--- config.mk ---
export PLATFORM = sky130hd
export DESIGN_NAME = fifo_rd_stream
export DESIGN_NICKNAME = d
export VERILOG_FILES = /design/src/rtl/fifo_pkg.sv /design/src/rtl/fifo_rd_skid_buf.sv /design/src/rtl/fifo_rd_stream.sv
export SDC_FILE = /design/constraint.sdc
export NUM_CORES = 1
export LEC_CHECK = 0
export BUFFER_PORTS_ARGS = -buffer_cell sky130_fd_sc_hd__buf_2
export CORE_AREA = 8 8 56 58
export CTS_BUF_LIST = sky130_fd_sc_hd__clkbuf_16
export DETAILED_ROUTE_END_ITERATION = 6
export DIE_AREA = 0 0 64 66
export MAX_ROUTING_LAYER = met4
export PLACE_DENSITY = 0.73
export SYNTH_ARGS = -nofsm -noshare
export SYNTH_HDL_FRONTEND = slang
export SYNTH_HIERARCHICAL = 1
export SYNTH_SLANG_ARGS = --single-unit
--- constraint.sdc ---
create_clock -name rclk -period 4.51 [get_ports rclk]
set_input_delay 0.2255 -clock rclk [delete_from_list [all_inputs] [get_ports rclk]]
set_output_delay 0.2255 -clock rclk [all_outputs]
set_load 0.02 [all_outputs]
--- src/rtl/fifo_pkg.sv ---
// fifo_pkg: shared types and helpers for the async FIFO read side.
// Imported by fifo_rd_stream and fifo_rd_skid_buf.
package fifo_pkg;

  localparam int DATA_WIDTH_DEF = 8;

  typedef enum logic [1:0] {
    IDLE = 2'd0,
    FILL = 2'd1,
    FULL = 2'd2
  } rd_state_t;

  function automatic int clog2(input int v);
    int r;
    r = 0;
    while ((1 << r) < v) r++;
    return r;
  endfunction

endpackage

--- src/rtl/fifo_rd_skid_buf.sv ---
// fifo_rd_skid_buf: circular output buffer with push/pop/occupancy.
// Indices wrap at DEPTH, so non-power-of-2 depths are fine.
module fifo_rd_skid_buf
  import fifo_pkg::*;
#(
  parameter int DATA_WIDTH = DATA_WIDTH_DEF,
  parameter int DEPTH      = 2,
  localparam int OW = clog2(DEPTH + 1),
  localparam int IW = (DEPTH > 1) ? clog2(DEPTH) : 1
) (
  input  logic                  rclk,
  input  logic                  rrst_n,
  input  logic                  push,
  input  logic [DATA_WIDTH-1:0] wdata,
  input  logic                  pop,
  output logic [DATA_WIDTH-1:0] head,
  output logic [OW-1:0]         occ
);

  localparam logic [IW-1:0] LAST  = IW'(DEPTH - 1);
  localparam logic [OW-1:0] FULLV = OW'(DEPTH);

  logic [DATA_WIDTH-1:0] mem [DEPTH];
  logic [IW-1:0]         wr_idx;
  logic [IW-1:0]         rd_idx;
  logic                  do_pop;

  assign do_pop = pop && (occ != '0);
  assign head   = mem[rd_idx];

  // Storage, wrapping indices and occupancy; pop on empty is ignored
  always_ff @(posedge rclk or negedge rrst_n) begin
    if (!rrst_n) begin
      for (int i = 0; i < DEPTH; i++) mem[i] <= '0;
      wr_idx <= '0;
      rd_idx <= '0;
      occ    <= '0;
    end else begin
      if (push) begin
        assert (occ != FULLV);
        mem[wr_idx] <= wdata;
        wr_idx <= (wr_idx == LAST) ? '0 : wr_idx + 1'b1;
      end
      if (do_pop)
        rd_idx <= (rd_idx == LAST) ? '0 : rd_idx + 1'b1;
      unique case ({push, do_pop})
        2'b10:   occ <= occ + 1'b1;
        2'b01:   occ <= occ - 1'b1;
        default: occ <= occ;
      endcase
    end
  end

endmodule

--- src/rtl/fifo_rd_stream.sv ---
// fifo_rd_stream: credit-based FIFO read consumer to valid/ready stream.
// Optional FIFO_RD_STATS_EN adds stat_words/stat_stall counters.
module fifo_rd_stream
  import fifo_pkg::*;
#(
  parameter int DATA_WIDTH = DATA_WIDTH_DEF,
  parameter int RD_LATENCY = 1,
  parameter int BUF_DEPTH  = 2
) (
  input  logic                  rclk,
  input  logic                  rrst_n,
  input  logic                  rempty,
  output logic                  rinc,
  input  logic [DATA_WIDTH-1:0] rdata,
  output logic                  m_valid,
  output logic [DATA_WIDTH-1:0] m_data,
  input  logic                  m_ready
`ifdef FIFO_RD_STATS_EN
  ,
  output logic [15:0]           stat_words,
  output logic [15:0]           stat_stall
`endif
);

  localparam int OW = clog2(BUF_DEPTH + 1);
  localparam int CW = clog2(BUF_DEPTH + RD_LATENCY + 2);

  logic [RD_LATENCY-1:0] vld_pipe;
  logic [CW-1:0]         inflight;
  logic [CW-1:0]         used;
  logic [OW-1:0]         occ;
  logic                  push;
  logic                  pop;
  rd_state_t             state;

  assign push    = vld_pipe[RD_LATENCY-1];
  assign m_valid = (occ != '0);
  assign pop     = m_valid && m_ready;

  // Count reads issued but not yet written into the buffer
  always_comb begin
    inflight = '0;
    for (int i = 0; i < RD_LATENCY; i++)
      inflight = inflight + CW'(vld_pipe[i]);
  end

  // Issue a read only if a buffer slot is reserved for its data
  always_comb begin
    used = inflight + CW'(occ) - CW'(pop);
    rinc = rrst_n && !rempty && (used < CW'(BUF_DEPTH));
  end

  // Track accepted reads until their data arrives
  always_ff @(posedge rclk or negedge rrst_n) begin
    if (!rrst_n) vld_pipe <= '0;
    else         vld_pipe <= (vld_pipe << 1) | RD_LATENCY'(rinc);
  end

  // Observability state; outputs come from the counters
  always_ff @(posedge rclk or negedge rrst_n) begin
    if (!rrst_n) begin
      state <= IDLE;
    end else begin
      unique case (state)
        IDLE: if (rinc) state <= FILL;
        FILL:
          if (CW'(inflight) + CW'(occ) == CW'(BUF_DEPTH))
            state <= FULL;
          else if (occ == '0 && inflight == '0 && !rinc)
            state <= IDLE;
        FULL: if (pop) state <= FILL;
        default: state <= IDLE;
      endcase
    end
  end

  fifo_rd_skid_buf #(
    .DATA_WIDTH(DATA_WIDTH),
    .DEPTH     (BUF_DEPTH)
  ) u_buf (
    .rclk  (rclk),
    .rrst_n(rrst_n),
    .push  (push),
    .wdata (rdata),
    .pop   (pop),
    .head  (m_data),
    .occ   (occ)
  );

`ifdef FIFO_RD_STATS_EN
  // Saturating delivery and stall counters
  always_ff @(posedge rclk or negedge rrst_n) begin
    if (!rrst_n) begin
      stat_words <= '0;
      stat_stall <= '0;
    end else begin
      if (pop && stat_words != 16'hFFFF)
        stat_words <= stat_words + 16'd1;
      if (m_valid && !m_ready && stat_stall != 16'hFFFF)
        stat_stall <= stat_stall + 16'd1;
    end
  end
`endif

endmodule

==> Flow_metrics.wiki, run 1 <==
{| class="wikitable"
! Metric !! Value
|-
| Result of the run || finished, final reports clean
|-
| Global-route wire length before repair || 2860 microns
|-
| Critical path start-end classification || reg2out
|-
| Mean Syn Cell Area || 14.7 sq um
|-
| Yosys warning total || 6
|-
| Most frequent standard cell in the layout excluding fill and tap cells || sky130_fd_sc_hd__mux2_2
|-
| Core footprint || about 2300 sq um
|-
| Max-slew headroom at the worst pin || 68.8%
|-
| Share of post-route cells with drive strength above 1 || 58.2%
|-
| Sink count of the clock tree || 21
|-
| Max FO, Critical Path || 5
|-
| Global route overflow || 0
|-
| Register clock-pin slew on the reported worst setup and hold paths || 50 ps
|-
| Antenna violations before repair || 0
|-
| Kind of launch point of the worst setup path || register
|-
| Leak pwr || 0.000550 uW
|-
| Level count of the clock H-tree || 1
|-
| Hold-fix buffers at CTS || 1
|-
| Die Y-Extent || 66 microns
|-
| Via count || about 580
|-
| Setup Skew || 2.77 ps
|-
| Path class of the lowest-slack min-delay path || in2reg
|-
| Dpl hpwl || 1210 microns
|-
| Starting density of the core || 41.7%
|-
| Post-synthesis instance total || 66
|-
| Tmin final || 2720 ps
|-
| Critical-path cell with the highest stage delay || sky130_fd_sc_hd__dfrtp_1
|-
| Number of clock buffers inserted by TritonCTS || 3
|-
| Achievable frequency || 367 MHz
|-
| Total global-route track usage || 8.57%
|-
| Sum Neg Setup Slack || 0 ps
|-
| Number of antenna-violating nets in the routed design || 0
|-
| Overall routed net length || 1630 microns
|-
| Switching part of the total || 34.5%
|-
| Max Cap Violations || 0
|-
| Power per unit of standard cell area || 801 nW/um^2
|-
| Total Die Area || 4220 sq um
|-
| Cell type with the highest aggregate area in the netlist || sky130_fd_sc_hd__dfrtp_1
|-
| GP Congestion || 0.692
|-
| Number of instances resized during post-cts repair || 0
|-
| Horizontal extent of the die || 64 microns
|-
| Initial DRC count || 11
|-
| Sequential share of power || a little under two fifths
|-
| Total of buffers placed on input and output ports || 21
|-
| Net Sw Power || 330 uW
|-
| Top cells by area in the synthesized netlist || sky130_fd_sc_hd__dfrtp_1, sky130_fd_sc_hd__mux2_2, sky130_fd_sc_hd__xor2_1
|-
| Final routed DRC violation total || 0
|-
| Setup repair after global routing missed its margin || no
|-
| Routing usage on met3 || under 10%
|-
| GRT Max-Usage Layer || met2
|-
| Design internal power || 626 uW
|-
| Final count of hold timing violations || 0
|-
| Cell area reported after detailed placement || between 1000 and 1500 sq um
|-
| Met1 demand-to-capacity share in global routing || 9.45%
|-
| Ratio of routed vias to standard cells || 4.78
|-
| Detailed-router iteration count before antenna repair || 2
|-
| NumNets Final || about 110
|-
| Sequential cell area fraction in the yosys report || 54.3%
|-
| Maximum number of pins on one net before global-route repair || 23
|-
| Average detailed-routed wire length per instance || 13.5 microns
|-
| Slowest cell delay on critical path || 450 ps
|-
| Site row count || 18
|-
| Layout overhead on the synthesized area || 23.4%
|-
| Top library cells by usage in the layout, fill and taps aside || sky130_fd_sc_hd__mux2_2, sky130_fd_sc_hd__buf_2, sky130_fd_sc_hd__dfrtp_1
|-
| # Post-CTS Setup Buffers || 0
|-
| Slew at the pin closest to its max-slew limit || approximately 470 ps
|-
| Post-route cell area || 1190 sq um
|-
| Final Slew Violations || 0
|-
| Capturing element type of the critical path || output port
|-
| Max Root-Sink Buffers || 2
|-
| Endpoint required time on the critical path || roughly 4300 ps
|-
| Clock latency of the later-clocked register in the worst-skew pair || about 240 ps
|-
| Via count of the first global-routing pass || 639
|-
| Syn_nets || 81
|-
| Critical path cell sequence || or2_4, and2_4, ha_1, nand2b_1, fa_1, xor2_1, nor3_1, buf_2
|-
| Netlist cell types || 18
|-
| Area fraction of the dominant cell type after synthesis || 54.3%
|-
| Routing usage on met2 || 13.6%
|-
| Antenna Cells || 0
|-
| Critical path data arrival time || approximately 2500 ps
|-
| Portion of total power attributed to the clock network || 18.3%
|-
| Fraction of the cycle the final worst path needs || 60.4%
|-
| CTS tree || done
|-
| Syn Std Cell Area || slightly below 1000 sq um
|-
| Root Driver || sky130_fd_sc_hd__clkbuf_16
|-
| Relative contribution of combinational cells to total power || 43.8%
|-
| Flip-flop and latch count after synthesis || 21
|-
| Final setup viols || 0
|-
| Number of I/O pins || 22
|-
| Worst-case vdd ir drop || 0.427 mV
|}
-- final timing paths --
kind / startpoint / end / slack [ps] / depth (start not counted)
min reg2reg: u_buf/mem[5] / u_buf/mem[5] / 500 / 1
max in group asynchronous: rrst_n / u_buf/mem[5] / 3720 / 2
min: rempty / push / 150 / 2
max: u_buf/occ[1] / rinc / 1790 / 8
max reg2reg: u_buf/occ[1] / push / 2370 / 7
min in group asynchronous: rrst_n / u_buf/mem[4] / 470 / 2
-- logic make-up (layout without fill, tap and decap cells) --
family / count (synthesis) / count (layout) / share of synthesized area [%]
mux: 24 / 24 / 27.9
flops: 21 / 21 / 54.3
simple gates: 8 / 8 / 5.56
xor+xnor: 6 / 6 / 5.43
fa+ha+maj: 3 / 3 / 4.66
buf+inv: 3 / 28 / 1.29
compound gates: 1 / 1 / 0.776
-- through the flow --
stage / setup slack (ps) / hold slack (ps) / power [uW] / utilization, % / std cells
2_1_floorplan: 1940 / -70.1 / 685 / - / 66
3_3_place_gp: 2110 / 204 / 777 / 47.6 / 116
3_5_place_dp: 2050 / 211 / 793 / 47.6 / 116
4_1_cts: 1770 / 143 / 975 / 51.5 / 121
5_1_grt: 1610 / 152 / 1030 / 51.5 / 121
6_report: 1790 / 145 / 956 / 51.5 / 121
-- registers in the layout, indices dropped and copies added (netlist names) --
register      count
push              1
u_buf/mem        16
u_buf/occ         2
u_buf/rd_idx      1
u_buf/wr_idx      1
-- routing by layer --
layer | share of wire, % | vias up
met4 | 0.61 | 0
met2 | 47 | 14
met3 | 8.0 | 2
met1 | 44 | 281
li1 | - | 281
met5 | 0 | -
-- power by group through the flow --
stage	registers, uW	clock network, uW	logic, uW
after global placement	359	0	418
after CTS	365	182	428
after detailed placement	367	0	426
after floorplan	334	0	351
final	362	175	419
after global routing	379	192	457
-- cells in the mapped netlist --
master,instances
sky130_fd_sc_hd__inv_1,1
sky130_fd_sc_hd__inv_2,1
sky130_fd_sc_hd__fa_1,1
sky130_fd_sc_hd__ha_1,2
sky130_fd_sc_hd__mux2_2,24
sky130_fd_sc_hd__buf_2,1
sky130_fd_sc_hd__and2_4,1
sky130_fd_sc_hd__xnor2_1,2
sky130_fd_sc_hd__o21a_1,1
sky130_fd_sc_hd__nand2_2,1
sky130_fd_sc_hd__dfrtp_1,21
sky130_fd_sc_hd__nor2_1,1
sky130_fd_sc_hd__nand2b_1,1
sky130_fd_sc_hd__nor2_4,1
sky130_fd_sc_hd__xor2_1,4
sky130_fd_sc_hd__or2_4,1
sky130_fd_sc_hd__nor3_1,1
sky130_fd_sc_hd__nand2_1,1
-- worst max-delay path: cells and delay by family (launching register included) --
| family | cells | cell delay, ps |
|---|---|---|
| and+or+nand+nor | 4 | 810 |
| adders and majority gates | 2 | 630 |
| DFF | 1 | 450 |
| xor gates and xnor gates | 1 | 150 |
| buffers and inverters | 1 | 210 |
-- cell type report --
class	instances	area, sq um
fillers	214	1130
flip-flops and latches	21	526
multi-input cells	42	429
repair buffers	22	115
clock buffers	3	75.1
well taps	30	37.5
inverters	2	7.51
clock inverters	1	3.75
Note: power is estimated with default switching activity, not from simulation.
==> inputs of run 2 (changes only) <==
- PLACE_DENSITY: 0.73 -> 0.75
- clock period: 4.51 -> 2.3 ns (I/O delays scaled with it)
==> run 2 against run 1 <==
The run now ends with setup timing left. Combinational power up 130%. First-iteration DRC count up 45%. Critical path depth unchanged. Final area up 4.8%. Worst setup slack worse by 1800 ps. Sequential share of layout area down 2.0 points. Count of clock-buffer cells in the layout unchanged. Total power up 110%. Sequential cell count unchanged. Wire length up 14%. Register-to-register slack worse by 2000 ps. Critical endpoint unchanged.
==> Flow_metrics.wiki, run 2 (same netlist as run 1, synthesis figures left out) <==
{| class="wikitable"
! Metric !! Value
|-
| Register clock-pin slew on the reported worst setup and hold paths || approximately 50 ps
|-
| Horizontal extent of the die || 64 microns
|-
| Worst reg2reg startpoint || u_buf/occ[0]
|-
| Critical-path cell with the highest stage delay || sky130_fd_sc_hd__fa_2
|-
| Global-route wire length before repair || approximately 3100 microns
|-
| Fraction of the cycle the final worst path needs || 102%
|-
| Number of I/O pins || 22
|-
| Number of clock buffers inserted by TritonCTS || 3
|-
| Tmin final || 2350 ps
|-
| Endpoint required time on the critical path || ~2200 ps
|-
| Max Root-Sink Buffers || 2
|-
| Via count of the first global-routing pass || a little over 700
|-
| Most frequent standard cell in the layout excluding fill and tap cells || sky130_fd_sc_hd__mux2_2
|-
| Leak pwr || between 0.0005 and 0.0006 uW
|-
| Layout overhead on the synthesized area || 29.4%
|-
| Crit-path leading delay family || simple AND/OR/NAND/NOR gates
|-
| Sequential Area || 526 sq um
|-
| Sink count of the clock tree || 21
|-
| Die Y-Extent || 66 microns
|-
| # fillers || 210
|-
| Average detailed-routed wire length per instance || 15.2 microns
|-
| Root Driver || sky130_fd_sc_hd__clkbuf_16
|-
| Post-Place Worst Slack || 94.6 ps
|-
| Maximum number of pins on one net before global-route repair || 22
|-
| Number of antenna-violating nets in the routed design || 0
|-
| Final setup viols || 1
|-
| Sequential share of power || 34.3%
|-
| # Post-CTS Setup Buffers || 0
|-
| Final count of hold timing violations || 0
|-
| Switching part of the total || 35.7%
|-
| Share of post-route cells with drive strength above 1 || 64.5%
|-
| Slowest cell delay on critical path || 520 ps
|-
| Detailed-router iteration count before antenna repair || 2
|-
| Overall routed net length || 1870 microns
|-
| Path class of the lowest-slack min-delay path || in2reg
|-
| Total Die Area || 4220 sq um
|-
| Capturing element type of the critical path || output port
|-
| Ratio of routed vias to standard cells || 4.87
|-
| Design internal power || 1290 uW
|-
| Level count of the clock H-tree || 1
|-
| Critical path cell sequence || or2_4, and2_4, ha_4, nand2b_4, fa_2, nand2_2, nor3_4, buf_6
|-
| Relative contribution of combinational cells to total power || 48.4%
|-
| Critical hold path startpoint || rempty
|-
| Global route overflow || 0
|-
| Flip-flop count of the largest register, all copies and words added || 16
|-
| Top reg by flops || u_buf/mem
|-
| Critical path start-end classification || reg2out
|-
| Via count || 599
|-
| Portion of total power attributed to the clock network || 17.3%
|-
| Clock latency of the later-clocked register in the worst-skew pair || approximately 240 ps
|-
| Max Cap Violations || 0
|-
| Combined buffer and inverter count along the critical path || 1
|-
| Net Sw Power || slightly above 700 uW
|-
| Footprint of the multi-input gates || 465 sq um
|-
| Worst-case vdd ir drop || 0.988 mV
|-
| Power per unit of standard cell area || 1610 nW/um^2
|-
| GP Congestion || 0.693
|-
| Total global-route track usage || about a tenth
|-
| Setup repair after global routing missed its margin || yes
|-
| Final routed DRC violation total || 0
|-
| Antenna violations before repair || 0
|-
| CTS tree || done
|-
| Starting density of the core || 41.7%
|-
| Slew at the pin closest to its max-slew limit || 916 ps
|-
| Top library cells by usage in the layout, fill and taps aside || sky130_fd_sc_hd__mux2_2, sky130_fd_sc_hd__dfrtp_1, sky130_fd_sc_hd__buf_2
|-
| NumNets Final || 109
|-
| Antenna Cells || 0
|-
| Final total power || ~2000 uW
|-
| Critical path data arrival time || 2230 ps
|-
| Start point of the critical path || u_buf/occ[0]
|-
| Dpl hpwl || 1350 microns
|-
| Result of the run || finished with violations
|-
| Final Slew Violations || 0
|-
| Total of buffers placed on input and output ports || 21
|-
| Initial DRC count || 16
|-
| Site row count || 18
|-
| Violations in the final reports || setup timing
|-
| Core footprint || 2320 sq um
|-
| Max-slew headroom at the worst pin || approximately two fifths
|-
| Setup Skew || around 2.8 ps
|-
| Registers with the most flip-flops || u_buf/mem: 16 flops, u_buf/occ: 2 flops
|-
| Final worst-path setup slack || -47.9 ps
|-
| Max FO, Critical Path || 2
|-
| Kind of launch point of the worst setup path || register
|-
| Achievable frequency || 426 MHz
|}
[run 2: layout make-up]
cell class                 instances  share of cell area (%)
timing repair buffer              24                    10.9
tap                               30                    3.00
clock buffer                       3                    6.00
sequential                        21                    42.0
clock inverter                     1                   0.300
inverter                           2                   0.600
multi-input combinational         42                    37.2
[run 2: worst paths after layout]
kind / end / slack, ps / cells after the start
worst max-delay path: rinc / -50 / 8
worst min register to register: u_buf/mem[15] / 500 / 1
worst min-delay path: push / 60 / 2
worst max register to register: push / 370 / 7
max in group asynchronous: u_buf/mem[14] / 1150 / 2
min in group asynchronous: u_buf/mem[12] / 590 / 2
[run 2: routing by layer]
metal	up-vias	share of wire (%)	GRT usage [%]
li1	277	-	-
met1	308	39	9.89
met2	14	55	17.1
met3	0	6.5	2.88
met4	0	0	1.67
met5	-	0	-
[run 2: repair_timing]
action | 4_1_cts | 5_1_grt
resized for setup | 4 | 2
hold endpoints to repair | 21 | 0
endpoints found under the setup margin | 1 | 1
hold buffers | 1 | 0
[run 2: power by group through the flow]
stage | Sequential, uW | Combinational [uW] | Clock [uW]
finish | 690 | 973 | 348
global route | 718 | 1060 | 371
CTS | 697 | 963 | 352
global placement | 680 | 883 | 0
detailed placement | 699 | 911 | 0
floorplan | 656 | 699 | 0
[run 2: metrics by stage]
stage | util (%) | hold slack (ps) | instance area [sq um] | TNS, ps | cells
2_1_floorplan | - | -181 | 975 | 0 | 66
3_3_place_gp | 48.6 | 89.9 | 1130 | 0 | 118
3_5_place_dp | 48.6 | 96.7 | 1130 | 0 | 118
4_1_cts | 53.5 | 36.5 | 1240 | -66.8 | 123
5_1_grt | 53.9 | 68.7 | 1250 | -132 | 123
6_report | 53.9 | 63.3 | 1250 | -47.9 | 123
==> inputs of run 3 (changes only) <==
- PLACE_DENSITY: 0.75 -> 0.8
==> run 3 against run 2 <==
The run still ends with setup timing left. Register-to-register slack hardly changed. Maximum frequency decreased by 0.52%. Wire length is 8.6% lower. Critical path type unchanged. Largest cell class unchanged. Highest routed layer is now met4.
==> Flow_metrics.wiki, run 3 (same netlist as run 1, synthesis figures left out) <==
{| class="wikitable"
! Metric !! Value
|-
| Result of the run || finished with violations
|-
| Violations in the final reports || setup timing
|-
| Global-route wire length before repair || 2890 microns
|-
| Flip-flop count of the largest register, all copies and words added || 16
|-
| Final Slew Violations || 0
|-
| Most frequent standard cell in the layout excluding fill and tap cells || sky130_fd_sc_hd__mux2_2
|-
| Antenna Cells || 0
|-
| Dpl hpwl || 1230 microns
|-
| Critical path cell sequence || or2_4, and2_4, ha_4, nand2b_4, fa_2, xor2_2, nor3_4, buf_6
|-
| Final count of hold timing violations || 0
|-
| Power per unit of standard cell area || 1600 nW/um^2
|-
| Tmin final || roughly 2400 ps
|-
| NumNets Final || 109
|-
| Capturing element type of the critical path || output port
|-
| # fillers || about 200
|-
| # Post-CTS Setup Buffers || 0
|-
| Overall routed net length || 1710 microns
|-
| Via count || 605
|-
| Setup Skew || slightly below 2 ps
|-
| Site row count || 18
|-
| Antenna violations before repair || 0
|-
| Max FO, Critical Path || 2
|-
| Layout overhead on the synthesized area || 30.3%
|-
| Final total power || just over 2000 uW
|-
| Level count of the clock H-tree || 1
|-
| Max Root-Sink Buffers || 2
|-
| Worst-case vdd ir drop || 0.763 mV
|-
| Root Driver || sky130_fd_sc_hd__clkbuf_16
|-
| Sink count of the clock tree || 21
|-
| Total of buffers placed on input and output ports || 21
|-
| Critical path start-end classification || reg2out
|-
| Share of post-route cells with drive strength above 1 || 66.7%
|-
| Maximum number of pins on one net before global-route repair || 22
|-
| Sequential Area || 526 sq um
|-
| Max Cap Violations || 0
|-
| Kind of launch point of the worst setup path || register
|-
| Detailed-router iteration count before antenna repair || 2
|-
| Number of antenna-violating nets in the routed design || 0
|-
| GP Congestion || 0.682
|-
| Total global-route track usage || under 10%
|-
| Number of I/O pins || 22
|-
| Average detailed-routed wire length per instance || 13.9 microns
|-
| Path class of the lowest-slack min-delay path || in2reg
|-
| Via count of the first global-routing pass || roughly 650
|-
| Slew at the pin closest to its max-slew limit || 890 ps
|-
| Cell area reported after detailed placement || 1130 sq um
|-
| Fraction of the cycle the final worst path needs || 103%
|-
| Total Die Area || 4220 sq um
|-
| Endpoint required time on the critical path || 2180 ps
|-
| Max-slew headroom at the worst pin || 40.4%
|-
| Global route overflow || 0
|-
| Core footprint || 2320 sq um
|-
| Starting density of the core || 41.7%
|-
| Final routed DRC violation total || 0
|-
| Horizontal extent of the die || 64 microns
|-
| Registers with the most flip-flops || u_buf/mem: 16 flops, u_buf/occ: 2 flops
|-
| Ratio of routed vias to standard cells || 4.92
|-
| Final setup viols || 1
|-
| Sum Neg Setup Slack || -60.1 ps
|-
| Slowest cell delay on critical path || 380 ps
|-
| Top reg by flops || u_buf/mem
|-
| Crit-path leading delay family || simple AND/OR/NAND/NOR gates
|-
| Final worst-path setup slack || -60.1 ps
|-
| Setup repair after global routing missed its margin || yes
|-
| CTS tree || done
|-
| Critical path data arrival time || 2250 ps
|-
| Initial DRC count || 2
|-
| Combined buffer and inverter count along the critical path || 1
|-
| Number of clock buffers inserted by TritonCTS || 3
|-
| Clock latency of the later-clocked register in the worst-skew pair || approximately 250 ps
|-
| Die Y-Extent || 66 microns
|-
| Top library cells by usage in the layout, fill and taps aside || sky130_fd_sc_hd__mux2_2, sky130_fd_sc_hd__dfrtp_1, sky130_fd_sc_hd__buf_2
|-
| Post-route cell area || 1260 sq um
|-
| Footprint of the multi-input gates || 473 sq um
|-
| Critical-path cell with the highest stage delay || sky130_fd_sc_hd__dfrtp_1
|-
| Register clock-pin slew on the reported worst setup and hold paths || 50 ps
|-
| Achievable frequency || 424 MHz
|-
| Leak pwr || around 0.00057 uW
|}
==> run 3: changes by cell type in the layout (fill, tap and decap cells not counted), sizes merged <==
cell,previous run,this run
clkinv,0,1
inv,3,2
==> run 3: layer usage <==
layer,track usage (%),up-vias,share of wire (%)
met1,9.16,306,42
met2,15.1,17,50
met3,3.73,2,6.6
met4,4.18,0,1.2
li1,-,280,-
met5,-,-,0
==> run 3: repair_timing <==
action,4_1_cts,5_1_grt
pin swaps,4,2
hold endpoints to repair,21,0
gates resized for setup,4,3
setup endpoints to repair,1,1
hold buffers,1,0
==> run 3: metrics by stage <==
stage	hold WS [ps]	std cells	worst slack, ps	utilization [%]
after floorplan	-181	66	7.71	-
after global placement	87.3	118	146	48.6
after detailed placement	94.1	118	87.7	48.6
after CTS	21.0	123	-150	53.6
after global routing	55.7	123	-154	54.3
final	50.7	123	-60.1	54.3
==> run 3: worst paths after layout <==
kind	startpoint	end	slack [ps]	cells after the start
max	u_buf/occ[1]	rinc	-60	8
min	rempty	push	50	2
max reg2reg	u_buf/occ[1]	push	360	7
min reg2reg	u_buf/mem[13]	u_buf/mem[13]	500	1
max in group asynchronous	rrst_n	u_buf/mem[13]	1190	2
min in group asynchronous	rrst_n	u_buf/mem[4]	570	2
==> run 3: where the power goes <==
part	leakage (uW)	internal, uW	switching [uW]	total, uW
registers	0.000252	559	128	687
clock network	0.0000409	233	123	356
logic	0.000279	515	463	978
==> run 3: layout make-up <==
type,instances,share of cell area [%]
clock buffers,3,5.96
inverters,2,0.596
repair buffers,24,10.8
flip-flops and latches,21,41.7
clock inverters,1,0.397
well taps,30,2.98
multi-input cells,42,37.5
